===== config.mk =====
export PLATFORM = sky130hd
export DESIGN_NAME = decode_ctrl_pipe
export DESIGN_NICKNAME = d
export VERILOG_FILES = /design/src/rtl/decode_ctrl_pipe_pkg.sv /design/src/rtl/decode_ctrl_pipe_md_latency_ctr.sv /design/src/rtl/decode_ctrl_pipe.sv
export SDC_FILE = /design/constraint.sdc
export NUM_CORES = 1
export LEC_CHECK = 0
export CORE_ASPECT_RATIO = 0.5
export CORE_UTILIZATION = 25
export CTS_BUF_LIST = sky130_fd_sc_hd__clkbuf_4 sky130_fd_sc_hd__clkbuf_8
export DETAILED_ROUTE_END_ITERATION = 8
export GPL_ROUTABILITY_DRIVEN = 0
export MAX_ROUTING_LAYER = met4
export PLACE_DENSITY = 0.62
export SLEW_MARGIN = 20
export SYNTH_ARGS = -nofsm -noshare
export SYNTH_HDL_FRONTEND = slang
export SYNTH_SLANG_ARGS = --single-unit

===== constraint.sdc =====
create_clock -name clk -period 3.1 [get_ports clk]
set_input_delay 0.62 -clock clk [delete_from_list [all_inputs] [get_ports clk]]
set_output_delay 0.62 -clock clk [all_outputs]
set_load 0.03 [all_outputs]

===== src/rtl/decode_ctrl_pipe_pkg.sv =====
// Shared decode definitions for the D->E control path: opcodes, select encodings, E-register layout.
// Latency: n/a (types, constants and a width helper only).
// Backpressure: n/a.
// Contents: opcode localparams, ResultSrc/ImmSrc/ALUOp enums, ctrl_t, counter width helper.
package ctrl_pkg;

  localparam logic [6:0] OP_LOAD   = 7'b0000011;
  localparam logic [6:0] OP_STORE  = 7'b0100011;
  localparam logic [6:0] OP_RTYPE  = 7'b0110011;
  localparam logic [6:0] OP_IALU   = 7'b0010011;
  localparam logic [6:0] OP_BRANCH = 7'b1100011;
  localparam logic [6:0] OP_LUI    = 7'b0110111;
  localparam logic [6:0] OP_AUIPC  = 7'b0010111;
  localparam logic [6:0] OP_JAL    = 7'b1101111;
  localparam logic [6:0] OP_JALR   = 7'b1100111;

  typedef enum logic [2:0] {
    RES_ALU = 3'b000,
    RES_MEM = 3'b001,
    RES_PC4 = 3'b010,
    RES_IMM = 3'b011,
    RES_MD  = 3'b100
  } result_src_e;

  typedef enum logic [2:0] {
    IMM_I = 3'b000,
    IMM_S = 3'b001,
    IMM_B = 3'b010,
    IMM_J = 3'b011,
    IMM_U = 3'b100
  } imm_src_e;

  typedef enum logic [1:0] {
    ALUOP_ADD   = 2'b00,
    ALUOP_BR    = 2'b01,
    ALUOP_FUNCT = 2'b10
  } alu_op_e;

  // Everything that travels in the D->E register. ImmSrc is consumed in D and is not carried.
  typedef struct packed {
    logic        reg_write;
    result_src_e result_src;
    logic        mem_write;
    logic        branch;
    alu_op_e     alu_op;
    logic        jump;
    logic        jump_reg;
    logic        alu_src;
    logic        src_a_src;
    logic        md_op;
    logic        illegal;
  } ctrl_t;

  // Counter width for the longest latency; floored at 1 so a single-cycle build still has a legal vector.
  function automatic int unsigned md_ctr_width(int unsigned mul_lat, int unsigned div_lat);
    int unsigned lmax;
    int unsigned w;
    lmax = (mul_lat > div_lat) ? mul_lat : div_lat;
    w    = $clog2(lmax);
    return (w < 1) ? 1 : w;
  endfunction

endpackage


===== src/rtl/decode_ctrl_pipe_md_latency_ctr.sv =====
// Mul/div occupancy counter: loads L-1 when an M op enters E, then counts down to zero.
// Latency: busy rises the cycle after the load edge and stays high for L-1 cycles.
// Backpressure: busy is the hold/stall request; load is only expected while busy is low.
// Ports: clk, reset (sync, active-high), load, sel_div (funct3[2] of the loading op), busy.
module md_latency_ctr
  import ctrl_pkg::*;
#(
  parameter int MUL_LATENCY = 2,
  parameter int DIV_LATENCY = 32
) (
  input  logic clk,
  input  logic reset,
  input  logic load,
  input  logic sel_div,
  output logic busy
);

  localparam int unsigned W = md_ctr_width(MUL_LATENCY, DIV_LATENCY);
  localparam logic [W-1:0] MUL_INIT = W'(MUL_LATENCY - 1);
  localparam logic [W-1:0] DIV_INIT = W'(DIV_LATENCY - 1);

  logic [W-1:0] cnt;

  always_ff @(posedge clk) begin
    if (reset) begin
      cnt <= '0;
    end else if (load) begin
      cnt <= sel_div ? DIV_INIT : MUL_INIT;
    end else if (cnt != '0) begin
      cnt <= cnt - 1'b1;
    end
  end

  // A latency of 1 loads zero, so busy never rises for that op class.
  assign busy = (cnt != '0);

endmodule


===== src/rtl/decode_ctrl_pipe.sv =====
// Main-control decoder for the RV32IM pipeline plus the D->E control register with flush/bubble.
// Latency: ImmSrcD combinational; E controls 1 cycle after D.
// Backpressure: MdBusy holds E (flush ignored) and requests an F/D stall while a mul/div is in E.
// Ports: clk, reset, InstrD, FlushE in; ImmSrcD, E controls, MdOpE, IllegalE, MdBusy out.
module decode_ctrl_pipe
  import ctrl_pkg::*;
#(
  parameter int ENABLE_M    = 1,
  parameter int MUL_LATENCY = 2,
  parameter int DIV_LATENCY = 32
) (
  input  logic        clk,
  input  logic        reset,
  input  logic [31:0] InstrD,
  input  logic        FlushE,
  output logic [2:0]  ImmSrcD,
  output logic        RegWriteE,
  output logic        MemWriteE,
  output logic        BranchE,
  output logic        JumpE,
  output logic        JumpRegE,
  output logic        ALUSrcE,
  output logic        SrcAsrcE,
  output logic [2:0]  ResultSrcE,
  output logic [1:0]  ALUOpE,
  output logic        MdOpE,
  output logic        IllegalE,
  output logic        MdBusy
);

  logic [6:0] opcode;
  logic       funct7_0;
  logic       funct3_2;
  ctrl_t      dec;
  imm_src_e   imm_src;
  ctrl_t      e_q;
  logic       md_load;
  logic       unused_instr_bits;

  assign opcode   = InstrD[6:0];
  assign funct7_0 = InstrD[25];
  assign funct3_2 = InstrD[14];
  assign unused_instr_bits = ^{InstrD[31:26], InstrD[24:15], InstrD[13:7]};

  // Unknown opcodes fall through with all controls low, so they can never write state.
  always_comb begin
    dec     = '0;
    imm_src = IMM_I;
    case (opcode)
      OP_LOAD: begin
        dec.reg_write  = 1'b1;
        dec.alu_src    = 1'b1;
        dec.result_src = RES_MEM;
      end
      OP_STORE: begin
        imm_src       = IMM_S;
        dec.alu_src   = 1'b1;
        dec.mem_write = 1'b1;
      end
      OP_RTYPE: begin
        if (funct7_0 && (ENABLE_M == 0)) begin
          dec.illegal = 1'b1;
        end else begin
          dec.reg_write = 1'b1;
          dec.alu_op    = ALUOP_FUNCT;
          if (funct7_0) begin
            dec.result_src = RES_MD;
            dec.md_op      = 1'b1;
          end
        end
      end
      OP_IALU: begin
        dec.reg_write = 1'b1;
        dec.alu_src   = 1'b1;
        dec.alu_op    = ALUOP_FUNCT;
      end
      OP_BRANCH: begin
        imm_src    = IMM_B;
        dec.branch = 1'b1;
        dec.alu_op = ALUOP_BR;
      end
      OP_LUI: begin
        imm_src        = IMM_U;
        dec.reg_write  = 1'b1;
        dec.alu_src    = 1'b1;
        dec.result_src = RES_IMM;
      end
      OP_AUIPC: begin
        imm_src       = IMM_U;
        dec.reg_write = 1'b1;
        dec.alu_src   = 1'b1;
        dec.src_a_src = 1'b1;
      end
      OP_JAL: begin
        imm_src        = IMM_J;
        dec.reg_write  = 1'b1;
        dec.result_src = RES_PC4;
        dec.jump       = 1'b1;
        dec.src_a_src  = 1'b1;
      end
      OP_JALR: begin
        dec.reg_write  = 1'b1;
        dec.result_src = RES_PC4;
        dec.jump       = 1'b1;
        dec.jump_reg   = 1'b1;
      end
      default: begin
        dec.illegal = 1'b1;
      end
    endcase
  end

  assign ImmSrcD = imm_src;

  // Busy outranks flush: the op in E must finish, and the hazard unit re-issues any flush it still needs.
  always_ff @(posedge clk) begin
    if (reset) begin
      e_q <= '0;
    end else if (MdBusy) begin
      e_q <= e_q;
    end else if (FlushE) begin
      e_q <= '0;
    end else begin
      e_q <= dec;
    end
  end

  // Counter arms on exactly the edges where an M op actually lands in E.
  assign md_load = !MdBusy && !FlushE && dec.md_op;

  md_latency_ctr #(
    .MUL_LATENCY (MUL_LATENCY),
    .DIV_LATENCY (DIV_LATENCY)
  ) u_md_ctr (
    .clk     (clk),
    .reset   (reset),
    .load    (md_load),
    .sel_div (funct3_2),
    .busy    (MdBusy)
  );

  assign RegWriteE  = e_q.reg_write;
  assign MemWriteE  = e_q.mem_write;
  assign BranchE    = e_q.branch;
  assign JumpE      = e_q.jump;
  assign JumpRegE   = e_q.jump_reg;
  assign ALUSrcE    = e_q.alu_src;
  assign SrcAsrcE   = e_q.src_a_src;
  assign ResultSrcE = e_q.result_src;
  assign ALUOpE     = e_q.alu_op;
  assign MdOpE      = e_q.md_op;
  assign IllegalE   = e_q.illegal;

endmodule


==> results.md, run 1 <==
* Syn Nets at 145
* H-tree Lvls at 1
* Max_slew headroom at 57.9%
* TNS Setup at 0 ns
* Critical path class: input pin to output port
* Crit path from: InstrD[6]
* Reg2reg path depth at 5
* Worst Path Required at 2.48 ns
* IO Port Bufs at 29
* Power per standard cell area at 590 nW/um2
* Remaining DRCs at 0
* Worst EP arrival at 2.28 ns
* Mapped Avg Cell Area at 8.49 um2
* Slew Limit Fails at 0
* Setup slack at placement at 0.196 ns
* Crit. End Element: output port
* P_leak at 0.000466 uW
* ANT nets after route at 0
* Grt ovf at 0
* Number of diodes at 0
* Yosys top cell area share at 36.8%
* Critical R2R Launch: u_md_ctr.cnt[0]
* Crit-path most repeated cell: clkdlybuf4s50_1
* Status: finished clean
* Count leader, synth: dfxtp_1
* Register bit total from synthesis at 17
* Yosys cell types at 39
* CTS max path bufs at 2
* GRT Total Usage at 12.2%
* Asr flop ratio synth at 0%
* CTS tree: built
* Vias at 859
* Peak VDD IR at 0.179 mV
* Max-Cap Viols at 0
* Chip width at 88.1 um
* Share of cells above drive strength 1 at 12.3%
* Wirelength per Cell at 11.6 um
* Synth top area cells: dfxtp_1 37%, nor2_1 4.9%, nor3_1 4.3%
* Full die area at 3970 um2
* Synthesized area at 926 um2
* Final Hold Fails at 0
* Post-CTS sizing at 0
* Hold/Removal Path Class: register to register
* Iter 0 DRT Violations at 50
* Synth area leader: dfxtp_1
* Via/cell ratio at 4.54
* DPL Wire Length at 1600 um
* CP max FO at 7
* Synth Instances at 109
* Top post-synthesis cells by count: 17 x dfxtp_1, 12 x nor2_1, 10 x nand2_1, 8 x nor3_1, 7 x a21oi_1
* Synthesis-to-layout area growth at 41.9%
* Worst path cell trace: clkdlybuf4s50_1 > nand3b_1 > nor3_1 > clkdlybuf4s50_1
* Predominant post-synthesis flop cell: dfxtp_1
* Highest Clock Rate at 345 MHz
* CP max-delay cell: clkdlybuf4s50_1
* CTS Hold Bufs at 0
* CTS Sinks at 17
* Worst slew pin tran at 0.629 ns
* Clock Latency Late Sink at 0.25 ns
* Seq/Total Area, Yosys at 36.8%
* Crit path capture: ImmSrcD[1]
* Root buf cell: clkbuf_8
* Unrepaired setup endpoints after global routing: false
* Starting Density at 26.5%
* Cell row count at 15
* Iteration count of the initial detailed-routing pass at 4
* Period Utilization, post-route at 93.4%
* Final setup viols at 0
* NumNets Final at 175
* Final WS setup at 0.205 ns
* Reg2Reg Setup Slack at 1.21 ns
* Total CTS buffers at 3
* Post-synth EDFFs at 0
* Core Region at 3490 um2
* Clock slew at reported path FFs at 0.07 ns
* Reg2reg end: RegWriteE
* Period minus WS final at 2.90 ns
* Ys Warns at 0
* Max incr delay on CP at 0.69 ns
* Initial antenna violation count at 0
* Clock skew at 0.00459 ns
* Vias in the first global route at 779
* Total Wirelength at 2190 um
* Largest net degree at the start of global routing at 26
* Setup bufs post-CTS at 0
* First-pass GRT wire length at 3540 um
* Startpoint types: input pin
* # IOs at 53
* Die height at 45.0 um
layout make-up:
type / count / area [um2]
fill: 379 / 2180
multi-input combinational: 77 / 505
sequential: 17 / 340
timing repair buffer: 36 / 340
tap: 51 / 63.8
clock buffer: 4 / 48.8
inverter: 4 / 15.0
power by group:
part / switching [uW] / total (uW) / internal [uW]
sequential: 25.2 / 274 / 249
clock: 74.0 / 174 / 100
combinational: 187 / 326 / 140
kinds of logic (layout without fill, tap and decap cells):
| group | Yosys count | in the layout | share of synthesized area (%) |
|---|---|---|---|
| flip-flops | 17 | 17 | 36.8 |
| multiplexers | 1 | 1 | 1.08 |
| AO/OA/AOI/OAI | 25 | 25 | 18.0 |
| adder cells (fa/ha/maj) | 1 | 1 | 1.35 |
| XOR/XNOR | 3 | 3 | 2.84 |
| buffers and inverters | 15 | 44 | 8.65 |
| AND/OR/NAND/NOR | 47 | 47 | 31.4 |
placed cells by master (no fill, tap or decap), types with 3 or more instances in the layout:
cell	synthesis	routed
buf_4	2	8
nand2_1	10	10
clkbuf_8	0	3
nor3_1	8	8
clkdlybuf4s50_1	0	28
nor2_1	12	12
a21oi_1	7	7
inv_1	4	4
dfxtp_1	17	17
worst min path at each step:
stage                                from               to  slack (ns)  cells past startpoint
final                               JumpE            JumpE        0.46                      2
after global routing            RegWriteE        RegWriteE        0.49                      2
after CTS                           JumpE            JumpE        0.46                      2
after detailed placement            JumpE            JumpE        0.45                      2
after global placement              JumpE            JumpE        0.45                      2
after floorplan           u_md_ctr.cnt[4]  u_md_ctr.cnt[4]        0.44                      2
critical path, delay by kind of cell:
family | cells | cell delay (ns)
buffers and inverters | 2 | 1.27
AND/OR/NAND/NOR | 2 | 0.38
sequential cells by signal, indices dropped and copies added (netlist names):
name / flops
u_md_ctr.cnt: 5
ResultSrcE: 3
ALUOpE: 2
ALUSrcE: 1
IllegalE: 1
JumpE: 1
JumpRegE: 1
MemWriteE: 1
RegWriteE: 1
SrcAsrcE: 1
routing by layer:
layer	routed length, um	GRT usage [%]	share of wire, %
met1	1040	14.8	48
met2	1060	19.8	49
met3	65	4.02	3.0
met4	17	2.90	0.78
met5	0	-	0
stage by stage:
stage	power, uW	util (%)	std cells	hold WS [ns]	area (um2)
2_1_floorplan	557	-	109	0.441	926
3_5_place_dp	606	36.2	185	0.452	1260
3_3_place_gp	601	36.2	185	0.445	1260
6_report	775	37.6	189	0.461	1310
5_1_grt	830	37.6	189	0.492	1310
4_1_cts	784	37.6	189	0.462	1310
Note: power is estimated with default switching activity, not from simulation.
==> run 2, diff against run 1 <==
--- a/config.mk
+++ b/config.mk
@@ -11,7 +11,6 @@
 export DETAILED_ROUTE_END_ITERATION = 8
 export GPL_ROUTABILITY_DRIVEN = 0
 export MAX_ROUTING_LAYER = met4
-export PLACE_DENSITY = 0.62
 export SLEW_MARGIN = 20
 export SYNTH_ARGS = -nofsm -noshare
 export SYNTH_HDL_FRONTEND = slang
==> run 2 against run 1 <==
  * Core utilization did not move
  * Count of clock-buffer cells in the layout did not move
  * Hold slack got worse by 0.0092 ns
  * Critical endpoint is now ImmSrcD[2]
  * Largest cell class unchanged
  * Largest power group unchanged
==> results.md, run 2 (synthesis gave the netlist of run 1 again) <==
* Status: finished clean
* Power per standard cell area at 589 nW/um2 (-0.13%)
* Final Hold Fails at 0 (unchanged)
* Period minus WS final at 2.85 ns (-0.0435 ns)
* CP max FO at 3 (-4)
* Slew Limit Fails at 0 (unchanged)
* Hold/Removal Path Class: register to register
* H-tree Lvls at 1 (unchanged)
* Number of diodes at 0 (unchanged)
* Wirelength per Cell at 11.5 um (-0.59%)
* Period Utilization, post-route at 92.0% (-1.4 points)
* Post-CTS sizing at 0 (unchanged)
* Synthesis-to-layout area growth at 41.9% (unchanged)
* Share of cells above drive strength 1 at 12.3% (unchanged)
* Worst Path Required at 2.48 ns (about the same)
* Vias at 878 (+2.2%)
* Setup slack at placement at 0.245 ns (+0.0496 ns)
* Unrepaired setup endpoints after global routing: false
* Highest Clock Rate at 351 MHz (+1.5%)
* Root buf cell: clkbuf_8
* CTS max path bufs at 2 (unchanged)
* Worst slew pin tran at 0.642 ns (+0.0122 ns)
* Critical path class: input pin to output port
* # IOs at 53 (unchanged)
* Core Region at 3490 um2 (unchanged)
* Setup bufs post-CTS at 0 (unchanged)
* Chip width at 88.1 um (unchanged)
* Final setup viols at 0 (unchanged)
* Total Wirelength at 2180 um (-0.59%)
* Largest net degree at the start of global routing at 26 (unchanged)
* TNS Setup at 0 ns (unchanged)
* Placed Area at 1260 um2 (unchanged)
* NumNets Final at 175 (unchanged)
* GRT Total Usage at 11.8% (-0.36 points)
* Max reg flops at 5 (unchanged)
* CTS Sinks at 17 (unchanged)
* Worst EP arrival at 2.23 ns (-0.05 ns)
* Clock skew at 0.00112 ns (-0.00347 ns)
* CTS Hold Bufs at 0 (unchanged)
* Commonest non-fill, non-tap cells in the layout: 28 x clkdlybuf4s50_1, 17 x dfxtp_1, 12 x nor2_1, 10 x nand2_1
* Via/cell ratio at 4.65 (+2.2%)
* Starting Density at 26.5% (unchanged)
* Initial antenna violation count at 0 (unchanged)
* Full die area at 3970 um2 (unchanged)
* Clock Latency Late Sink at 0.25 ns (about the same)
* Max_slew headroom at 57.1% (-0.82 points)
* IO Port Bufs at 29 (unchanged)
* Peak VDD IR at 0.199 mV (+11%)
* CTS tree: built
* Total CTS buffers at 3 (unchanged)
* Post-layout util at 37.6% (unchanged)
* Remaining DRCs at 0 (unchanged)
* Max-Cap Viols at 0 (unchanged)
* Cell row count at 15 (unchanged)
* Overall Power at 774 uW (-0.13%)
* Die height at 45.0 um (unchanged)
* ANT nets after route at 0 (unchanged)
* DPL Wire Length at 1610 um (+0.74%)
* Iteration count of the initial detailed-routing pass at 4 (unchanged)
* Grt ovf at 0 (unchanged)
* Iter 0 DRT Violations at 42 (-16%)
* Fill cell count at 360 (-5.0%)
* First-pass GRT wire length at 3460 um (-2.1%)
* Clock slew at reported path FFs at 0.06 ns (about the same)
* Vias in the first global route at 788 (+1.2%)
* Commonest non-fill, non-tap cell in the layout: clkdlybuf4s50_1
* Largest Register: u_md_ctr.cnt
* Startpoint types: input pin
* Final WS setup at 0.248 ns (+0.0435 ns)
* Crit. End Element: output port
* Cell area after layout at 1310 um2 (unchanged)
* P_leak at 0.000466 uW (+0.12%)
## run 2: cell counts in the layout (fill, tap and decap cells not counted)
No cell type changed its count.
## run 2: where the power goes
part           switching [uW]  total, uW  internal (uW)
Clock                    70.5        170           99.8
Sequential               25.7        275            249
Combinational             188        328            140
Total                     285        774            489
## run 2: worst paths after layout
check             startpoint       endpoint  slack (ns)  cells past startpoint
max                InstrD[1]     ImmSrcD[2]        0.25                      4
min            ResultSrcE[0]  ResultSrcE[0]        0.45                      2
max reg2reg  u_md_ctr.cnt[0]  ResultSrcE[1]        1.20                      6
min reg2reg    ResultSrcE[0]  ResultSrcE[0]        0.45                      2
## run 2: area by class of cell
type	count	area, um2	share of cell area [%]
multi-input cells	77	505	38.5
flip-flops and latches	17	340	25.9
repair buffers	36	340	25.9
well taps	51	63.8	4.86
clock buffers	4	48.8	3.71
inverters	4	15.0	1.14
## run 2: layer usage
| metal | routed length (um) | vias up | global-route usage (%) |
|---|---|---|---|
| li1 | - | 450 | - |
| met3 | 71 | 0 | 3.29 |
| met1 | 1060 | 413 | 14.4 |
| met4 | 0 | 0 | 1.94 |
| met5 | 0 | - | - |
| met2 | 1040 | 15 | 20.2 |
## run 2: stage by stage
stage                     instances  hold WS, ns
after CTS                       189        0.458
after global routing            189        0.479
final                           189        0.452
after detailed placement        185        0.449
after global placement          185        0.446
after floorplan                 109        0.441
## run 2: worst max-delay path, cell delays in order
cell and delay [ns]:
clkdlybuf4s50_1 0.56, nand4bb_1 0.21, nor2_1 0.16, clkdlybuf4s50_1 0.68
